`src/rtl/tpu_seq_pkg.sv`:
```
// Shared types for the matrix-transfer sequencer: top-level states, per-word
// load phases and error codes.
package tpu_seq_pkg;

  typedef enum logic [2:0] {
    S_IDLE, S_LOAD_A, S_LOAD_B, S_COMPUTE, S_STORE, S_DRAIN, S_ERROR, S_DONE
  } seq_state_e;

  typedef enum logic [1:0] {PH_REQ, PH_WAIT, PH_PUSH} ld_phase_e;

  localparam logic [1:0] ERR_NONE     = 2'd0;
  localparam logic [1:0] ERR_ZERO_DIM = 2'd1;
  localparam logic [1:0] ERR_ABORT    = 2'd2;
  localparam logic [1:0] ERR_TIMEOUT  = 2'd3;

endpackage

```
`src/rtl/tpu_mat_seq_if.sv`:
```
// Memory bus, operand stream, compute trigger and result stream between the
// sequencer (master) and memory / compute array (slave).
interface tpu_mat_seq_if #(
  parameter int DATA_WIDTH = 32,
  parameter int ADDR_WIDTH = 32
) ();
  logic                  mem_req;
  logic                  mem_we;
  logic [ADDR_WIDTH-1:0] mem_addr;
  logic [DATA_WIDTH-1:0] mem_wdata;
  logic                  mem_gnt;
  logic                  mem_rvalid;
  logic [DATA_WIDTH-1:0] mem_rdata;
  logic                  ld_valid;
  logic                  ld_ready;
  logic                  ld_sel;
  logic [DATA_WIDTH-1:0] ld_data;
  logic                  cmp_start;
  logic                  cmp_done;
  logic                  res_valid;
  logic                  res_ready;
  logic [DATA_WIDTH-1:0] res_data;

  modport master (
    output mem_req, mem_we, mem_addr, mem_wdata,
    input  mem_gnt, mem_rvalid, mem_rdata,
    output ld_valid, ld_sel, ld_data,
    input  ld_ready,
    output cmp_start,
    input  cmp_done,
    input  res_valid, res_data,
    output res_ready
  );

  modport slave (
    input  mem_req, mem_we, mem_addr, mem_wdata,
    output mem_gnt, mem_rvalid, mem_rdata,
    input  ld_valid, ld_sel, ld_data,
    output ld_ready,
    input  cmp_start,
    output cmp_done,
    output res_valid, res_data,
    input  res_ready
  );
endinterface

```
`src/rtl/tpu_mat_seq_addr_gen.sv`:
```
// Row-major address walker: base + r*stride + c*WORD_BYTES, with the row start
// accumulated by stride addition. init has priority over step.
module tpu_addr_gen #(
  parameter int ADDR_WIDTH   = 32,
  parameter int DIM_WIDTH    = 8,
  parameter int STRIDE_WIDTH = 16,
  parameter int WORD_BYTES   = 4
) (
  input  logic                    clk,
  input  logic                    rst,
  input  logic [ADDR_WIDTH-1:0]   base,
  input  logic [STRIDE_WIDTH-1:0] stride,
  input  logic [DIM_WIDTH-1:0]    rows,
  input  logic [DIM_WIDTH-1:0]    cols,
  input  logic                    init,
  input  logic                    step,
  output logic [ADDR_WIDTH-1:0]   addr,
  output logic                    last
);
  logic [DIM_WIDTH-1:0]  row_cnt, col_cnt;
  logic [ADDR_WIDTH-1:0] row_start, addr_q, next_row;
  logic                  row_end;

  assign row_end  = (col_cnt == cols - DIM_WIDTH'(1));
  assign last     = row_end && (row_cnt == rows - DIM_WIDTH'(1));
  assign next_row = row_start + ADDR_WIDTH'(stride);
  assign addr     = addr_q;

  always_ff @(posedge clk) begin
    if (rst) begin
      row_cnt   <= '0;
      col_cnt   <= '0;
      row_start <= '0;
      addr_q    <= '0;
    end else if (init) begin
      row_cnt   <= '0;
      col_cnt   <= '0;
      row_start <= base;
      addr_q    <= base;
    end else if (step) begin
      if (row_end) begin
        col_cnt   <= '0;
        row_cnt   <= row_cnt + DIM_WIDTH'(1);
        row_start <= next_row;
        addr_q    <= next_row;
      end else begin
        col_cnt   <= col_cnt + DIM_WIDTH'(1);
        addr_q    <= addr_q + ADDR_WIDTH'(WORD_BYTES);
      end
    end
  end
endmodule

```
`src/rtl/tpu_mat_seq.sv`:
```
// Matrix-transfer sequencer: loads A then B into the array, runs the compute
// under a watchdog and stores C, with abort and sticky error reporting.
module tpu_mat_seq
  import tpu_seq_pkg::*;
#(
  parameter int DATA_WIDTH   = 32,
  parameter int ADDR_WIDTH   = 32,
  parameter int DIM_WIDTH    = 8,
  parameter int STRIDE_WIDTH = 16,
  parameter int TIMEOUT      = 4096
) (
  input  logic                    clk,
  input  logic                    rst,
  input  logic                    start,
  input  logic                    abort,
  input  logic [ADDR_WIDTH-1:0]   cfg_base_a,
  input  logic [ADDR_WIDTH-1:0]   cfg_base_b,
  input  logic [ADDR_WIDTH-1:0]   cfg_base_c,
  input  logic [STRIDE_WIDTH-1:0] cfg_stride_a,
  input  logic [STRIDE_WIDTH-1:0] cfg_stride_b,
  input  logic [STRIDE_WIDTH-1:0] cfg_stride_c,
  input  logic [DIM_WIDTH-1:0]    cfg_m,
  input  logic [DIM_WIDTH-1:0]    cfg_n,
  input  logic [DIM_WIDTH-1:0]    cfg_k,
  output logic                    busy,
  output logic                    done,
  output logic                    error,
  output logic [1:0]              err_code,
  output logic [31:0]             cycle_count,
  output logic [31:0]             word_count,
  tpu_mat_seq_if.master           bus
);
  localparam int TW = $clog2(TIMEOUT + 1);

  seq_state_e state, state_n;
  ld_phase_e  phase, phase_n;

  logic [DATA_WIDTH-1:0]   hold;
  logic [TW-1:0]           tmo_cnt;
  logic [DIM_WIDTH-1:0]    m_q, n_q, k_q;
  logic [ADDR_WIDTH-1:0]   base_b_q, base_c_q;
  logic [STRIDE_WIDTH-1:0] stride_a_q, stride_b_q, stride_c_q;

  logic mem_req, mem_we, ld_valid, res_ready, cmp_start;
  logic gen_init, gen_step, gen_last, hold_en, word_inc, err_set, clr_job, accept;
  logic [1:0]              err_n;
  logic [ADDR_WIDTH-1:0]   gen_base, gen_addr;
  logic [STRIDE_WIDTH-1:0] gen_stride;
  logic [DIM_WIDTH-1:0]    gen_rows, gen_cols;

  // The single walker is re-armed with the next matrix's base on the cycle
  // the previous one finishes, so the base mux looks one matrix ahead.
  assign gen_base   = (state == S_IDLE)   ? cfg_base_a :
                      (state == S_LOAD_A) ? base_b_q : base_c_q;
  assign gen_stride = (state == S_LOAD_A) ? stride_a_q :
                      (state == S_LOAD_B) ? stride_b_q : stride_c_q;
  assign gen_rows   = (state == S_LOAD_B) ? k_q : m_q;
  assign gen_cols   = (state == S_LOAD_A) ? k_q : n_q;

  tpu_addr_gen #(
    .ADDR_WIDTH(ADDR_WIDTH), .DIM_WIDTH(DIM_WIDTH),
    .STRIDE_WIDTH(STRIDE_WIDTH), .WORD_BYTES(DATA_WIDTH / 8)
  ) u_agen (
    .clk(clk), .rst(rst), .base(gen_base), .stride(gen_stride),
    .rows(gen_rows), .cols(gen_cols), .init(gen_init), .step(gen_step),
    .addr(gen_addr), .last(gen_last)
  );

  assign accept = (state == S_IDLE) && start;

  always_comb begin
    state_n   = state;
    phase_n   = phase;
    mem_req   = 1'b0;
    mem_we    = 1'b0;
    ld_valid  = 1'b0;
    res_ready = 1'b0;
    cmp_start = 1'b0;
    gen_init  = 1'b0;
    gen_step  = 1'b0;
    hold_en   = 1'b0;
    word_inc  = 1'b0;
    err_set   = 1'b0;
    err_n     = ERR_NONE;
    clr_job   = 1'b0;
    unique case (state)
      S_IDLE: if (start) begin
        if (cfg_m == '0 || cfg_n == '0 || cfg_k == '0) begin
          state_n = S_ERROR;
          err_set = 1'b1;
          err_n   = ERR_ZERO_DIM;
        end else begin
          clr_job  = 1'b1;
          gen_init = 1'b1;
          phase_n  = PH_REQ;
          state_n  = S_LOAD_A;
        end
      end
      S_LOAD_A, S_LOAD_B: begin
        if (abort) begin
          // A granted read must still return before the bus is free again.
          if (phase == PH_WAIT && !bus.mem_rvalid) state_n = S_DRAIN;
          else begin
            state_n = S_ERROR;
            err_set = 1'b1;
            err_n   = ERR_ABORT;
          end
        end else begin
          unique case (phase)
            PH_REQ: begin
              mem_req = 1'b1;
              if (bus.mem_gnt) phase_n = PH_WAIT;
            end
            PH_WAIT: if (bus.mem_rvalid) begin
              hold_en = 1'b1;
              phase_n = PH_PUSH;
            end
            PH_PUSH: begin
              ld_valid = 1'b1;
              if (bus.ld_ready) begin
                word_inc = 1'b1;
                gen_step = 1'b1;
                phase_n  = PH_REQ;
                if (gen_last) begin
                  gen_init = 1'b1;
                  state_n  = (state == S_LOAD_A) ? S_LOAD_B : S_COMPUTE;
                end
              end
            end
            default: phase_n = PH_REQ;
          endcase
        end
      end
      S_COMPUTE: begin
        if (abort) begin
          state_n = S_ERROR;
          err_set = 1'b1;
          err_n   = ERR_ABORT;
        end else begin
          cmp_start = (tmo_cnt == '0);
          if (bus.cmp_done) state_n = S_STORE;
          else if (tmo_cnt == TW'(TIMEOUT - 1)) begin
            state_n = S_ERROR;
            err_set = 1'b1;
            err_n   = ERR_TIMEOUT;
          end
        end
      end
      S_STORE: begin
        if (abort) begin
          state_n = S_ERROR;
          err_set = 1'b1;
          err_n   = ERR_ABORT;
        end else begin
          mem_req   = bus.res_valid;
          mem_we    = 1'b1;
          res_ready = bus.mem_gnt;
          if (bus.res_valid && bus.mem_gnt) begin
            word_inc = 1'b1;
            gen_step = 1'b1;
            if (gen_last) state_n = S_DONE;
          end
        end
      end
      S_DRAIN: if (bus.mem_rvalid) begin
        state_n = S_ERROR;
        err_set = 1'b1;
        err_n   = ERR_ABORT;
      end
      S_ERROR: state_n = S_IDLE;
      S_DONE:  state_n = S_IDLE;
      default: state_n = S_IDLE;
    endcase
  end

  always_ff @(posedge clk) begin
    if (rst) begin
      state       <= S_IDLE;
      phase       <= PH_REQ;
      hold        <= '0;
      tmo_cnt     <= '0;
      error       <= 1'b0;
      err_code    <= ERR_NONE;
      cycle_count <= '0;
      word_count  <= '0;
      m_q         <= '0;
      n_q         <= '0;
      k_q         <= '0;
      base_b_q    <= '0;
      base_c_q    <= '0;
      stride_a_q  <= '0;
      stride_b_q  <= '0;
      stride_c_q  <= '0;
    end else begin
      state   <= state_n;
      phase   <= phase_n;
      tmo_cnt <= (state == S_COMPUTE) ? tmo_cnt + TW'(1) : '0;
      if (hold_en) hold <= bus.mem_rdata;
      if (accept) begin
        m_q        <= cfg_m;
        n_q        <= cfg_n;
        k_q        <= cfg_k;
        base_b_q   <= cfg_base_b;
        base_c_q   <= cfg_base_c;
        stride_a_q <= cfg_stride_a;
        stride_b_q <= cfg_stride_b;
        stride_c_q <= cfg_stride_c;
      end
      if (clr_job) begin
        cycle_count <= '0;
        word_count  <= '0;
        error       <= 1'b0;
        err_code    <= ERR_NONE;
      end else begin
        if (state != S_IDLE) cycle_count <= cycle_count + 32'd1;
        if (word_inc)        word_count  <= word_count + 32'd1;
      end
      if (err_set) begin
        error    <= 1'b1;
        err_code <= err_n;
      end
    end
  end

  assign busy          = (state != S_IDLE);
  assign done          = (state == S_DONE);
  assign bus.mem_req   = mem_req;
  assign bus.mem_we    = mem_we;
  assign bus.mem_addr  = gen_addr;
  assign bus.mem_wdata = bus.res_data;
  assign bus.ld_valid  = ld_valid;
  assign bus.ld_sel    = (state == S_LOAD_B);
  assign bus.ld_data   = hold;
  assign bus.cmp_start = cmp_start;
  assign bus.res_ready = res_ready;
endmodule
```
`src/flat_wrapper.sv`:
```
// flat-port wrapper written by rule: the top's interface ports become plain ports
module tpu_mat_seq_flat import tpu_seq_pkg::*;
#(
  parameter int DATA_WIDTH   = 32,
  parameter int ADDR_WIDTH   = 32,
  parameter int DIM_WIDTH    = 8,
  parameter int STRIDE_WIDTH = 16,
  parameter int TIMEOUT      = 4096
)
  (clk, rst, start, abort, cfg_base_a, cfg_base_b, cfg_base_c, cfg_stride_a, cfg_stride_b, cfg_stride_c, cfg_m, cfg_n, cfg_k, busy, done, error, err_code, cycle_count, word_count, bus_mem_req, bus_mem_we, bus_mem_addr, bus_mem_wdata, bus_mem_gnt, bus_mem_rvalid, bus_mem_rdata, bus_ld_valid, bus_ld_sel, bus_ld_data, bus_ld_ready, bus_cmp_start, bus_cmp_done, bus_res_valid, bus_res_data, bus_res_ready);
  tpu_mat_seq_if #(.DATA_WIDTH(DATA_WIDTH), .ADDR_WIDTH(ADDR_WIDTH)) bus_i ();
  input  logic clk;
  input  logic rst;
  input  logic start;
  input  logic abort;
  input  logic [ADDR_WIDTH-1:0] cfg_base_a;
  input  logic [ADDR_WIDTH-1:0] cfg_base_b;
  input  logic [ADDR_WIDTH-1:0] cfg_base_c;
  input  logic [STRIDE_WIDTH-1:0] cfg_stride_a;
  input  logic [STRIDE_WIDTH-1:0] cfg_stride_b;
  input  logic [STRIDE_WIDTH-1:0] cfg_stride_c;
  input  logic [DIM_WIDTH-1:0] cfg_m;
  input  logic [DIM_WIDTH-1:0] cfg_n;
  input  logic [DIM_WIDTH-1:0] cfg_k;
  output logic busy;
  output logic done;
  output logic error;
  output logic [1:0] err_code;
  output logic [31:0] cycle_count;
  output logic [31:0] word_count;
  output wire logic [$bits(bus_i.mem_req)-1:0] bus_mem_req;
  output wire logic [$bits(bus_i.mem_we)-1:0] bus_mem_we;
  output wire logic [$bits(bus_i.mem_addr)-1:0] bus_mem_addr;
  output wire logic [$bits(bus_i.mem_wdata)-1:0] bus_mem_wdata;
  input wire logic [$bits(bus_i.mem_gnt)-1:0] bus_mem_gnt;
  input wire logic [$bits(bus_i.mem_rvalid)-1:0] bus_mem_rvalid;
  input wire logic [$bits(bus_i.mem_rdata)-1:0] bus_mem_rdata;
  output wire logic [$bits(bus_i.ld_valid)-1:0] bus_ld_valid;
  output wire logic [$bits(bus_i.ld_sel)-1:0] bus_ld_sel;
  output wire logic [$bits(bus_i.ld_data)-1:0] bus_ld_data;
  input wire logic [$bits(bus_i.ld_ready)-1:0] bus_ld_ready;
  output wire logic [$bits(bus_i.cmp_start)-1:0] bus_cmp_start;
  input wire logic [$bits(bus_i.cmp_done)-1:0] bus_cmp_done;
  input wire logic [$bits(bus_i.res_valid)-1:0] bus_res_valid;
  input wire logic [$bits(bus_i.res_data)-1:0] bus_res_data;
  output wire logic [$bits(bus_i.res_ready)-1:0] bus_res_ready;
  assign bus_mem_req = bus_i.mem_req;
  assign bus_mem_we = bus_i.mem_we;
  assign bus_mem_addr = bus_i.mem_addr;
  assign bus_mem_wdata = bus_i.mem_wdata;
  assign bus_i.mem_gnt = bus_mem_gnt;
  assign bus_i.mem_rvalid = bus_mem_rvalid;
  assign bus_i.mem_rdata = bus_mem_rdata;
  assign bus_ld_valid = bus_i.ld_valid;
  assign bus_ld_sel = bus_i.ld_sel;
  assign bus_ld_data = bus_i.ld_data;
  assign bus_i.ld_ready = bus_ld_ready;
  assign bus_cmp_start = bus_i.cmp_start;
  assign bus_i.cmp_done = bus_cmp_done;
  assign bus_i.res_valid = bus_res_valid;
  assign bus_i.res_data = bus_res_data;
  assign bus_res_ready = bus_i.res_ready;
  tpu_mat_seq #(.DATA_WIDTH(DATA_WIDTH), .ADDR_WIDTH(ADDR_WIDTH), .DIM_WIDTH(DIM_WIDTH), .STRIDE_WIDTH(STRIDE_WIDTH), .TIMEOUT(TIMEOUT)) u_core (.clk(clk), .rst(rst), .start(start), .abort(abort), .cfg_base_a(cfg_base_a), .cfg_base_b(cfg_base_b), .cfg_base_c(cfg_base_c), .cfg_stride_a(cfg_stride_a), .cfg_stride_b(cfg_stride_b), .cfg_stride_c(cfg_stride_c), .cfg_m(cfg_m), .cfg_n(cfg_n), .cfg_k(cfg_k), .busy(busy), .done(done), .error(error), .err_code(err_code), .cycle_count(cycle_count), .word_count(word_count), .bus(bus_i));
endmodule
```
`config.mk`:
```
export PLATFORM = sky130hd
export DESIGN_NAME = tpu_mat_seq_flat
export DESIGN_NICKNAME = d
export VERILOG_FILES = /design/src/rtl/tpu_seq_pkg.sv /design/src/rtl/tpu_mat_seq_if.sv /design/src/rtl/tpu_mat_seq_addr_gen.sv /design/src/rtl/tpu_mat_seq.sv /design/src/flat_wrapper.sv
export SDC_FILE = /design/constraint.sdc
export NUM_CORES = 1
export LEC_CHECK = 0
export BUFFER_PORTS_ARGS = -buffer_cell sky130_fd_sc_hd__buf_2
export CELL_PAD_IN_SITES_DETAIL_PLACEMENT = 0
export CELL_PAD_IN_SITES_GLOBAL_PLACEMENT = 2
export CORE_MARGIN = 2
export CORE_UTILIZATION = 28
export DETAILED_ROUTE_END_ITERATION = 8
export GPL_TIMING_DRIVEN = 0
export PLACE_DENSITY_LB_ADDON = 0.1
export REMOVE_ABC_BUFFERS = 1
export SYNTH_ARGS = -nofsm -noshare
export SYNTH_HDL_FRONTEND = slang
export SYNTH_HIERARCHICAL = 1
export SYNTH_SLANG_ARGS = --single-unit
```
`constraint.sdc`:
```
create_clock -name clk -period 4.5 [get_ports clk]
set_clock_uncertainty 0.05 [all_clocks]
set_input_delay 0.9 -clock clk [delete_from_list [all_inputs] [get_ports clk]]
set_output_delay 0.9 -clock clk [all_outputs]
set_load 0.02 [all_outputs]
```
### Yosys cells after proc, flatten, opt, wreduce, memory -nomap -nowiden

Cells that the tools add are included.

* input bits: 241
* output and inout bits: 171
* logic and storage cells: 173
* register bits: 333

* equal/unequal tests: 25
* reduce and logical (&&, ||, !) cells: 27
* multiplexer cells: 91
* add/sub/neg operators: 9
* bitwise gates (word level): 1

Operators with widths (number)
* $mux W32: 8
* $add A32 B1 Y32 const B: 2
* $mux W1: 40
* $mux W3: 13
* $mux W2: 17
* $add A32 B16 Y32: 1
* $add A32 B3 Y32 const B: 1
* $mux W16: 2
* $logic_not A8 Y1: 3
* $mux W8: 3
* $pmux W3 S6: 1
* $add A8 B1 Y8 const B: 2
* $eq A8 B8 Y1: 2
* $sub A8 B1 Y8 const B: 2
* $add A13 B1 Y13 const B: 1
* $eq A13 B12 Y1 const B: 1
* $logic_not A13 Y1: 1
* $eq A3 B3 Y1 const B: 4
* $ne A3 B2 Y1 const B: 4
* $ne A3 B3 Y1 const B: 4
* $pmux W2 S5: 1
* $reduce_or A2 Y1: 5
* $ne A2 B2 Y1 const B: 4
* $reduce_and A8 Y1: 1
* 19 further kinds: 30

### Logic depth before layout (Yosys ltp)

Gate-level depths: netlist (run 1).

* depth in word-level cells: 12
* mapped depth: 25
* depth with buffers taken out: 18

### Modules after synthesis

The synthesis (run 1) kept the hierarchy.

By module, submodules not included
* tpu_mat_seq: times used 1, area an instance 11462.2 um^2, sequential area each 5064.9 um^2, cells an instance 1472
* tpu_addr_gen: times used 1, area an instance 5661.7 um^2, sequential area each 1601.5 um^2, cells an instance 735

### Worst setup path after synthesis (run 1)

OpenSTA, ideal clock, no wires.

* path type: register to register
* start: reg u_core.state[1]
* end: reg u_core.u_agen.addr_q[25] (netlist: u_core/u_agen/addr[25])
* data arrival time: 4.598 ns
* path slack: -0.229 ns
* buffers on the path: 6
* period minus slack after synthesis: 4.729 ns
* cell stages (with the launch flop): 24
* cell sequence: dfxtp_1 -> buf_4 -> clkinv_1 -> and3_1 -> buf_2 -> buf_1 -> mux2_2 -> inv_1 -> ha_1 -> nor3b_2 -> mux2i_1 -> o22ai_1 -> o2111a_1 -> nand2_1 -> clkbuf_1 -> buf_2 -> nor2_1 -> nand2_1 -> o21ai_0 -> clkbuf_1 -> inv_1 -> nand2_1 -> or4_1 -> a41oi_1

* word-level cells in the longest chain between the ends: 11
* elaborated cells between the ends (all ways): 27

Ends and longest elaborated chain
* start, declared: line tpu_mat_seq.sv:35 `seq_state_e state, state_n;`
* start signal, assigned: line tpu_mat_seq.sv:195 `state <= state_n;`
* $eq A3 B1 Y1 *: line tpu_mat_seq.sv:58 `assign gen_cols = (state == S_LOAD_A) ? k_q : n_q;`
* $mux W8 *: line tpu_mat_seq.sv:58
* via u_core.gen_cols[1]: line tpu_mat_seq.sv:49 `logic [DIM_WIDTH-1:0] gen_rows, gen_cols;`
* $sub A8 B1 Y8 *: line tpu_mat_seq_addr_gen.sv:24 `assign row_end = (col_cnt == cols - DIM_WIDTH'(1));`
* $eq A8 B8 Y1 *: line tpu_mat_seq_addr_gen.sv:24
* $logic_and A1 B1 Y1 *: line tpu_mat_seq_addr_gen.sv:25 `assign last = row_end && (row_cnt == rows - DIM_WIDTH'(1));`
* via u_core.gen_last: line tpu_mat_seq.sv:45 `logic gen_init, gen_step, gen_last, hold_en, word_inc, err_set, clr_job, accept;`
* $mux W1 *: line tpu_mat_seq.sv:124 `if (gen_last) begin`
* $mux W1 *: line tpu_mat_seq.sv:120 `if (bus.ld_ready) begin`
* $mux W1 *: line tpu_mat_seq.sv:109 `unique case (phase)`
* $mux W1 *: line tpu_mat_seq.sv:100 `if (abort) begin`
* $pmux W1 S2 *: line tpu_mat_seq.sv:86 `unique case (state)`
* via u_core.gen_init: line tpu_mat_seq.sv:45
* $mux W32 / $reduce_bool A2 Y1 (equally long branches)
* end signal, assigned: line tpu_mat_seq_addr_gen.sv:39 `addr_q <= base;`
* end signal, assigned: line tpu_mat_seq_addr_gen.sv:45 `addr_q <= next_row;`
* end signal, assigned: line tpu_mat_seq_addr_gen.sv:48 `addr_q <= addr_q + ADDR_WIDTH'(WORD_BYTES);`
* end, declared: line tpu_mat_seq_addr_gen.sv:21 `logic [ADDR_WIDTH-1:0] row_start, addr_q, next_row;`

Mark *: on every way through the listed nets, which the timed path passes. The rest lies on a longest branch. The select of a mux whose other input is x is not followed.
A chain may end at the register's enable or synchronous reset.

### Final worst setup path (run 1)

* start: reg u_core.state[2]
* end: reg u_core.u_agen.addr_q[25] (netlist: u_core/u_agen/addr[25])

The elaborated chain is that of the path after synthesis.

==> results of run 1 <==
flip-flops by register name (all words and copies together) (netlist names), 16 cells and up:
signal	flops
u_core/u_agen/row_start	32
u_core/base_c_q	32
u_core/cycle_count	32
u_core/stride_c_q	16
u_core/bus.ld_data	32
u_core/word_count	32
u_core/base_b_q	32
u_core/stride_a_q	16
u_core/stride_b_q	16
u_core/u_agen/addr	32
path summary, 6_finish.rpt:
check / from / cells after the start / slack, ns / endpoint
setup / recovery: u_core/state[2] / 18 / 0.22 / u_core/u_agen/addr[25]
hold / removal: u_core/bus.ld_data[21] / 2 / 0.40 / u_core/bus.ld_data[21]
setup reg to reg: u_core/state[2] / 18 / 0.22 / u_core/u_agen/addr[25]
hold reg to reg: u_core/bus.ld_data[21] / 2 / 0.40 / u_core/bus.ld_data[21]
final cells by class:
class	instances	area, um2	area share
clock buffer	69	1378	0.06453
antenna	2	5.005	0.0002344
timing repair buffer	391	2369	0.1109
tap	782	978.4	0.04583
sequential	333	6678	0.3128
inverter	38	158.9	0.007443
multi-input combinational	1664	9692	0.4540
clock inverter	10	90.09	0.004220
power by group through the flow:
stage / combinational (uW) / clock, uW / sequential (uW)
finish: 3660 / 3550 / 3680
global route: 4060 / 3790 / 3740
CTS: 3650 / 3700 / 3700
detailed placement: 3490 / 0 / 3770
global placement: 3200 / 0 / 3680
floorplan: 2140 / 0 / 3770
metal layers:
| metal | part of all wire | track usage |
|---|---|---|
| met5 | 0.0019 | 0.01467 |
| met3 | 0.054 | 0.04349 |
| met2 | 0.47 | 0.3147 |
| met4 | 0.021 | 0.05442 |
| met1 | 0.46 | 0.2439 |
cells by family after synthesis:
| kind of cell | count (synthesis) | synth area share |
|---|---|---|
| AO/OA/AOI/OAI | 516 | 0.1780 |
| AND/OR/NAND/NOR | 911 | 0.2428 |
| buffers and inverters | 212 | 0.05626 |
| multiplexers | 78 | 0.04706 |
| XOR/XNOR | 129 | 0.06598 |
| adder cells (fa/ha/maj) | 28 | 0.02061 |
| flip-flops | 333 | 0.3893 |
what timing repair did:
| item | 4_1_cts | 5_1_grt |
|---|---|---|
| pin swaps | 5 | 3 |
| gates cloned | 2 | 1 |
| setup buffers | 9 | 7 |
| hold buffers | 0 | 0 |
| resized for setup | 27 | 9 |
| setup endpoints to repair | 83 | 44 |
cell usage in the layout, fill, tap and decap left out, types with 9 or more instances in the layout:
master / instances
ha_1: 25
a211oi_1: 9
a21oi_1: 262
nand3_1: 49
xnor2_1: 76
o21ai_0: 100
o31ai_1: 15
buf_2: 346
mux2i_1: 58
nand2_1: 504
nand4_1: 40
or3_1: 23
buf_6: 11
nor3_1: 23
clkbuf_1: 9
and4_1: 15
nor4_1: 24
buf_4: 15
and2_1: 10
mux2_2: 20
clkbuf_16: 47
dfxtp_1: 330
a21o_1: 13
a31oi_1: 14
nor2_1: 120
and3_1: 31
or4_1: 13
clkbuf_8: 14
xor2_1: 52
inv_1: 33
worst max-delay path, delay by kind of cell, from the launching register on:
| family | cells | cell delay [ns] |
|---|---|---|
| buf+inv | 4 | 0.57 |
| simple gates | 7 | 1.53 |
| compound gates | 4 | 0.74 |
| fa+ha+maj | 1 | 0.18 |
| flops | 1 | 0.42 |
| mux | 2 | 0.64 |
stage by stage:
stage / cell area [um2] / setup WS, ns / power [uW] / cells / util
after CTS: 21210 / 0.005471 / 11050 / 3279 / 0.3515
final: 21350 / 0.2185 / 10890 / 3289 / 0.3537
after detailed placement: 19560 / -2.689 / 7256 / 3189 / 0.3240
after floorplan: 16300 / -6.432 / 5905 / 2033 / -
after global placement: 19020 / -19.00 / 6885 / 3162 / 0.3151
after global routing: 21350 / -0.04024 / 11590 / 3289 / 0.3537
==> impl_metrics.tcl, run 1 <==
set metrics [dict create \
    status "complete, no violations" \
    synth-seq-cells 333 \
    port_buffers 347 \
    ant_nets 0 \
    hpwl_mm 43.44 \
    p_sw_uw 4009 \
    synth_area_um2 17120 \
    vdd_drop_max_mv 0.3027 \
    drtIter0Drc 815 \
    whs_ns 0.4002 \
    synth.distinct_cells 81 \
    power_frac_comb 0.336 \
    grt_pass1_wl_mm 94.13 \
    synthTopCellsByCount "nand2_1 (508), dfxtp_1 (333), a21oi_1 (262)" \
    worstPathMaxFanout 41 \
    period_minus_slack_ns 4.281 \
    synth_enable_flop_cells 0 \
    grt_pass1_vias 15990 \
    ys.flop_type "dfxtp_1" \
    grt_max_degree 122 \
    detail_route.wl_per_cell_um 18.87 \
    swShare 0.3680 \
    cp_cell_sequence "clkinvlp_4 > and3_4 > mux2_2 > inv_1 > ha_1 > nor3b_4 > mux2i_1 > o22ai_2 > o2111a_2 > nand2_8 > nor2_4 > nand2_1 > o21ai_4 > buf_12 > inv_8 > nand2_4 > or4_1 > a41oi_1" \
    min_path_type "register to register" \
    ys_seq_area_frac 0.3893 \
    setup_tns_ns 0 \
    vias 16390 \
    rows 90 \
    synth_top_area_frac 0.3893 \
    dr.pass1.iters 5 \
    nets 2739 \
    die_x_um 251.3 \
    startpoint_type "register" \
    die-area_um2 63150 \
    p_leak_uw 0.008343 \
    drive_gt1_frac 0.2132 \
    tightest_slew_ns 1.286 \
    die_y_um 251.3 \
    nFillCells 6569 \
    ys_async_sr_fraction 0 \
    cp-end-kind "register" \
    post-synth-top-count-cell "nand2_1" \
    power_density_nw_per_um2 510.3 \
    max_stage_delay_ns 0.49 \
    cts_root_buf "clkbuf_16" \
    post-route-period-util 0.9514 \
    cap_violations 0 \
    synth_cells 2207 \
    p_seq_frac 0.338 \
    finalSetupViolations 0 \
    cts_tree "done" \
    antenna_found_initial 2 \
    fmax_mhz 233.6 \
    io_pins 412 \
    crit_required_ns 4.92 \
    synth_area_leaders "dfxtp_1 (39%), nand2_1 (11%), a21oi_1 (7.7%)" \
    max-clock-path-buffers 3 \
    grtUsageTotal 0.1895 \
    start_util 0.2837 \
    pwr-share-clk 0.326 \
    slowest_stage "or4_1" \
    cts_inserted_buffers 44 \
    syn_avg_cell_area_um2 7.759 \
    p_int_uw 6885 \
    drc_errors 0 \
    areaGrowthSynthToFinish_pct 24.67 \
    core-area_um2 60360 \
    finalWeightedCongestion 0.7741 \
    maxSlewHeadroom 0.1428 \
    worstSetupPathType "register to register" \
    clk_pin_slew_ns 0.06 \
    cts.sinks 333 \
    cts-htree-levels 2 \
    viasPerCell 4.984 \
    drv_slew 0 \
    synth_area_leader_cell "dfxtp_1" \
    clock_latency_ns 0.57 \
    rsz0062_at_grt "yes" \
    overflow 0 \
    crit_arrival_ns 4.71 \
    yosysWarnings 6 \
    wl_mm 62.08 \
    hold_viol_final 0 \
]
Power figures use the tool's default switching activity.
==> run 2: changes to the inputs <==
Settings changed: CORE_MARGIN 2 to 5, CTS_BUF_LIST set to sky130_fd_sc_hd__clkbuf_4.
==> run 2 against run 1 <==
Sequential share of layout area rose by 0.070 points. Register-to-register slack improved by 0.02 ns. Total power fell by 5.3%. Combinational power rose by 3%.
==> impl_metrics.tcl, run 2 (synthesis gave the netlist of run 1 again) <==
set metrics [dict create \
    port_buffers 347 \
    tightest_slew_ns 1.248 \
    whs_ns 0.2499 \
    drtIter0Drc 871 \
    cts_tree "done" \
    crit_required_ns 5.13 \
    p_leak_uw 0.008442 \
    areaGrowthSynthToFinish_pct 24.39 \
    hpwl_mm 44.89 \
    wl_met1_mm 29.05 \
    startpoint_type "register" \
    clock_latency_ns 0.83 \
    cts.sinks 333 \
    drc_errors 0 \
    vdd_drop_max_mv 0.2401 \
    finalPower_uw 10320 \
    ctsHoldBuffers 0 \
    rows 90 \
    final_cell_count_no_fill 3403 \
    nets 2814 \
    drv_slew 0 \
    r2r_setup_slack_ns 0.24 \
    hold_viol_final 0 \
    grt_pass1_wl_mm 98.21 \
    cap_violations 0 \
    dr.pass1.iters 7 \
    worstPathMaxFanout 13 \
    dp.cells 3191 \
    cp-end-kind "register" \
    crit_arrival_ns 4.89 \
    placed_area_um2 19600 \
    start_util 0.2832 \
    power_density_nw_per_um2 484.3 \
    io_pins 412 \
    highest_layer "met5" \
    ant_nets 0 \
    die-area_um2 66200 \
    wl_met2_mm 30.60 \
    max-clock-path-buffers 3 \
    grt_pass1_vias 16580 \
    route.met3.wl_mm 3.786 \
    grtUsageTotal 0.1868 \
    period_minus_slack_ns 4.262 \
    viasPerCell 4.961 \
    die_y_um 257.3 \
    detail_route.wl_per_cell_um 19.06 \
    worstSetupPathType "register to register" \
    finalSetupViolations 0 \
    cts_root_buf "clkbuf_4" \
    wl_mm 64.88 \
    maxSlewHeadroom 0.1682 \
    clk_pin_slew_ns 0.06 \
    post-route-period-util 0.9471 \
    finalWeightedCongestion 0.7861 \
    final_cell_mix "nand2_1 (503), buf_2 (346), dfxtp_1 (330)" \
    antenna_found_initial 3 \
    min_path_type "input pin to register" \
    die_x_um 257.3 \
    layout_commonest_cell "nand2_1" \
    status "complete, no violations" \
    core-area_um2 60470 \
    vias 16880 \
    drive_gt1_frac 0.2411 \
    fmax_mhz 234.6 \
    overflow 0 \
    cts_inserted_buffers 104 \
    cts-htree-levels 3 \
    grt_max_degree 121 \
    stdcell_area_um2 21300 \
]
-- run 2: critical path: stages (launching register included) --
cell      delay, ns
dfxtp_4        0.38
clkinv_4       0.14
and3_4         0.28
buf_12         0.12
mux2_2         0.37
inv_1          0.07
ha_1           0.17
nor3b_4        0.25
xor2_1         0.11
o22ai_2        0.21
o2111a_2       0.29
nand2_8        0.12
buf_12         0.19
nor2_4         0.15
nand2_4        0.12
o21ai_4        0.20
buf_4          0.19
buf_4          0.15
nor2_4         0.07
a31o_2         0.22
a21oi_1        0.14
a31oi_1        0.09
-- run 2: layout make-up --
| cell class | count | area [um2] |
|---|---|---|
| Clock buffer | 143 | 1074 |
| Antenna cell | 4 | 10.01 |
| Fill cell | 6587 | 39170 |
| Tap cell | 782 | 978.4 |
| Multi-Input combinational cell | 1664 | 9728 |
| Clock inverter | 33 | 135.1 |
| Inverter | 38 | 158.9 |
| Timing Repair inverter | 2 | 12.51 |
| Sequential cell | 333 | 6678 |
| Timing Repair Buffer | 404 | 2526 |
-- run 2: power by group --
part	switching (uW)	leakage, uW	internal, uW
clock network	1410	0.000711	1450
logic	2330	0.00502	1450
registers	331	0.00271	3350
-- run 2: stage by stage --
| step | setup TNS (ns) | utilization | worst slack (ns) |
|---|---|---|---|
| 4_1_cts | 0 | 0.3496 | 0.008499 |
| 2_1_floorplan | -1190.29 | - | -6.432 |
| 3_3_place_gp | -3421.51 | 0.3145 | -18.68 |
| 5_1_grt | -0.01827 | 0.3522 | -0.01827 |
| 6_report | 0 | 0.3522 | 0.2380 |
| 3_5_place_dp | -123.73 | 0.3241 | -2.405 |
-- run 2: worst paths after layout --
kind	startpoint	endpoint	cells past startpoint
worst min register to register	u_core/tmo_cnt[0]	u_core/tmo_cnt[0]	1
worst max register to register	u_core/state[1]	u_core/u_agen/addr[28]	21
worst max-delay path	u_core/state[1]	u_core/u_agen/addr[28]	21
worst min-delay path	cfg_base_c[4]	u_core/base_c_q[4]	3
-- run 2: routing by layer --
layer	vias to the layer above	global-route usage
li1	8398	-
met1	7962	0.2413
met2	417	0.3077
met3	102	0.05373
met4	2	0.04628
met5	-	0.01389
-- run 2: what timing repair did --
action                     in CTS  in global routing
resized for setup              34                 12
pin swaps                       3                  5
setup endpoints to repair      83                 67
setup buffers                  15                 11
cloned                          6                  0
==> run 3: changes to the inputs <==
Settings changed: CORE_ASPECT_RATIO set to 1.2.
==> run 3 against run 2 <==
Die area is essentially flat. Maximum frequency shrank 0.20%. Clock-buffer cell count shrank 8. Clock power shrank 4%. Largest cell class unchanged.
==> impl_metrics.tcl, run 3 (synthesis gave the netlist of run 1 again) <==
set metrics [dict create \
    status "complete, no violations" \
    rsz0062_at_grt "no" \
    tightest_slew_ns 1.232 \
    placed_area_um2 19590 \
    cts_tree "done" \
    core-area_um2 60700 \
    clk_pin_slew_ns 0.07 \
    nFillCells 6661 \
    vias 16880 \
    die-area_um2 66220 \
    nets 2798 \
    crit_required_ns 5.13 \
    worstPathMaxFanout 15 \
    drc_errors 0 \
    vdd_drop_max_mv 0.2092 \
    holdPathEnd "u_core/stride_c_q[13]" \
    hpwl_mm 44.94 \
    wl_mm 64.60 \
    r2r_setup_slack_ns 0.23 \
    r2r_end "u_core/u_agen/addr[23]" \
    drv_slew 0 \
    cts.sinks 333 \
    grt_max_degree 126 \
    ctsHoldBuffers 0 \
    io_pins 412 \
    p_leak_uw 0.008284 \
    fmax_mhz 234.2 \
    die_x_um 235.8 \
    clock_latency_ns 0.84 \
    finalPower_uw 10130 \
    cts-htree-levels 3 \
    ant_nets 0 \
    grtUsageTotal 0.1875 \
    dp_slack_ns -2.874 \
    drive_gt1_frac 0.2367 \
    start_util 0.2821 \
    overflow 0 \
    hold_viol_final 0 \
    reg2reg_depth 12 \
    crit_arrival_ns 4.91 \
    dr.pass1.iters 5 \
    cap_violations 0 \
    finalSetupViolations 0 \
    cp-end-kind "register" \
    areaGrowthSynthToFinish_pct 22.84 \
    viasPerCell 4.973 \
    finalWeightedCongestion 0.7978 \
    whs_ns 0.2451 \
    stdcell_area_um2 21040 \
    detail_route.wl_per_cell_um 19.03 \
    startpoint_type "register" \
    final_util 0.3466 \
    grt_pass1_vias 16860 \
    period_minus_slack_ns 4.271 \
    worstSetupPathType "register to register" \
    grt_pass1_wl_mm 98.30 \
    r2r-start "u_core/state[1]" \
    antenna_found_initial 3 \
    die_y_um 280.9 \
    whs_path_depth 3 \
    rows 99 \
    hp-start "cfg_stride_c[13]" \
    drtIter0Drc 867 \
    port_buffers 347 \
    layout_commonest_cell "nand2_1" \
    final_cell_mix "nand2_1 (503), buf_2 (346), dfxtp_1 (330)" \
    min_path_type "input pin to register" \
    power_density_nw_per_um2 481.5 \
    post-route-period-util 0.9490 \
    cts_inserted_buffers 98 \
    cts_root_buf "clkbuf_4" \
    max-clock-path-buffers 3 \
    layout_setup_ws_ns 0.2294 \
    maxSlewHeadroom 0.1786 \
]
## run 3: changes by cell type in the layout (fill, tap and decap cells not counted), moves of 3 or more
| cell | change |
|---|---|
| clkinv_1 | -14 |
| clkbuf_4 | -8 |
| nor2_4 | -4 |
| buf_6 | -3 |
| diode_2 | -3 |
## run 3: worst max-delay path by stage
stage / from / endpoint / slack [ns] / cells past startpoint
after CTS: u_core/state[1] / u_core/u_agen/addr[28] / 0.007 / 18
after detailed placement: u_core/state[0] / u_core/u_agen/row_start[3] / -2.87 / 17
after global routing: u_core/state[1] / u_core/u_agen/row_start[31] / 0.02 / 14
after global placement: u_core/state[0] / u_core/u_agen/addr[17] / -19.37 / 8
final: u_core/state[1] / u_core/u_agen/addr[23] / 0.23 / 12
after floorplan: u_core/state[0] / u_core/u_agen/addr[16] / -6.43 / 8
## run 3: critical path, stage by stage (launching register included)
cell,delay (ns)
dfxtp_4,0.38
clkinv_4,0.15
and3_4,0.31
buf_4,0.24
mux2_2,0.41
or2_2,0.28
a221o_1,0.30
o311a_1,0.17
o41a_1,0.27
nor2_2,0.84
nor2_1,0.26
a221oi_1,0.35
o32ai_1,0.11
## run 3: power by group
part	internal (uW)	total, uW	leakage (uW)	switching, uW
clock network	1360	2740	0.000660	1380
logic	1410	3710	0.00491	2300
registers	3350	3680	0.00271	336
total	6120	10100	0.00828	4010
## run 3: repair_timing
action	in CTS	in global routing
pin swaps	5	3
endpoints found under the setup margin	83	47
buffers inserted	10	12
resized for setup	30	8
cloned	3	0
## run 3: layout make-up
type	instances	area (um2)	share of cell area
multi-input cells	1665	9718	0.4620
flip-flops and latches	333	6678	0.3175
repair buffers	395	2370	0.1127
clock buffers	135	1013	0.04818
well taps	808	1011	0.04806
inverters	38	158.9	0.007554
clock inverters	20	83.83	0.003985
diodes	1	2.502	0.0001190
## run 3: per-stage QoR
stage / setup TNS [ns] / cells
floorplan: -1190.29 / 2033
global placement: -3467.63 / 3188
detailed placement: -146.60 / 3214
CTS: 0 / 3382
global route: 0 / 3395
finish: 0 / 3395
## run 3: metal layers
metal  GRT usage  wire length (um)  up-vias
li1            -                 -     8342
met1      0.2263             27300     7960
met2      0.3205             31320      473
met3     0.05418              4321      104
met4     0.06477              1608        4
met5    0.004329                55        -
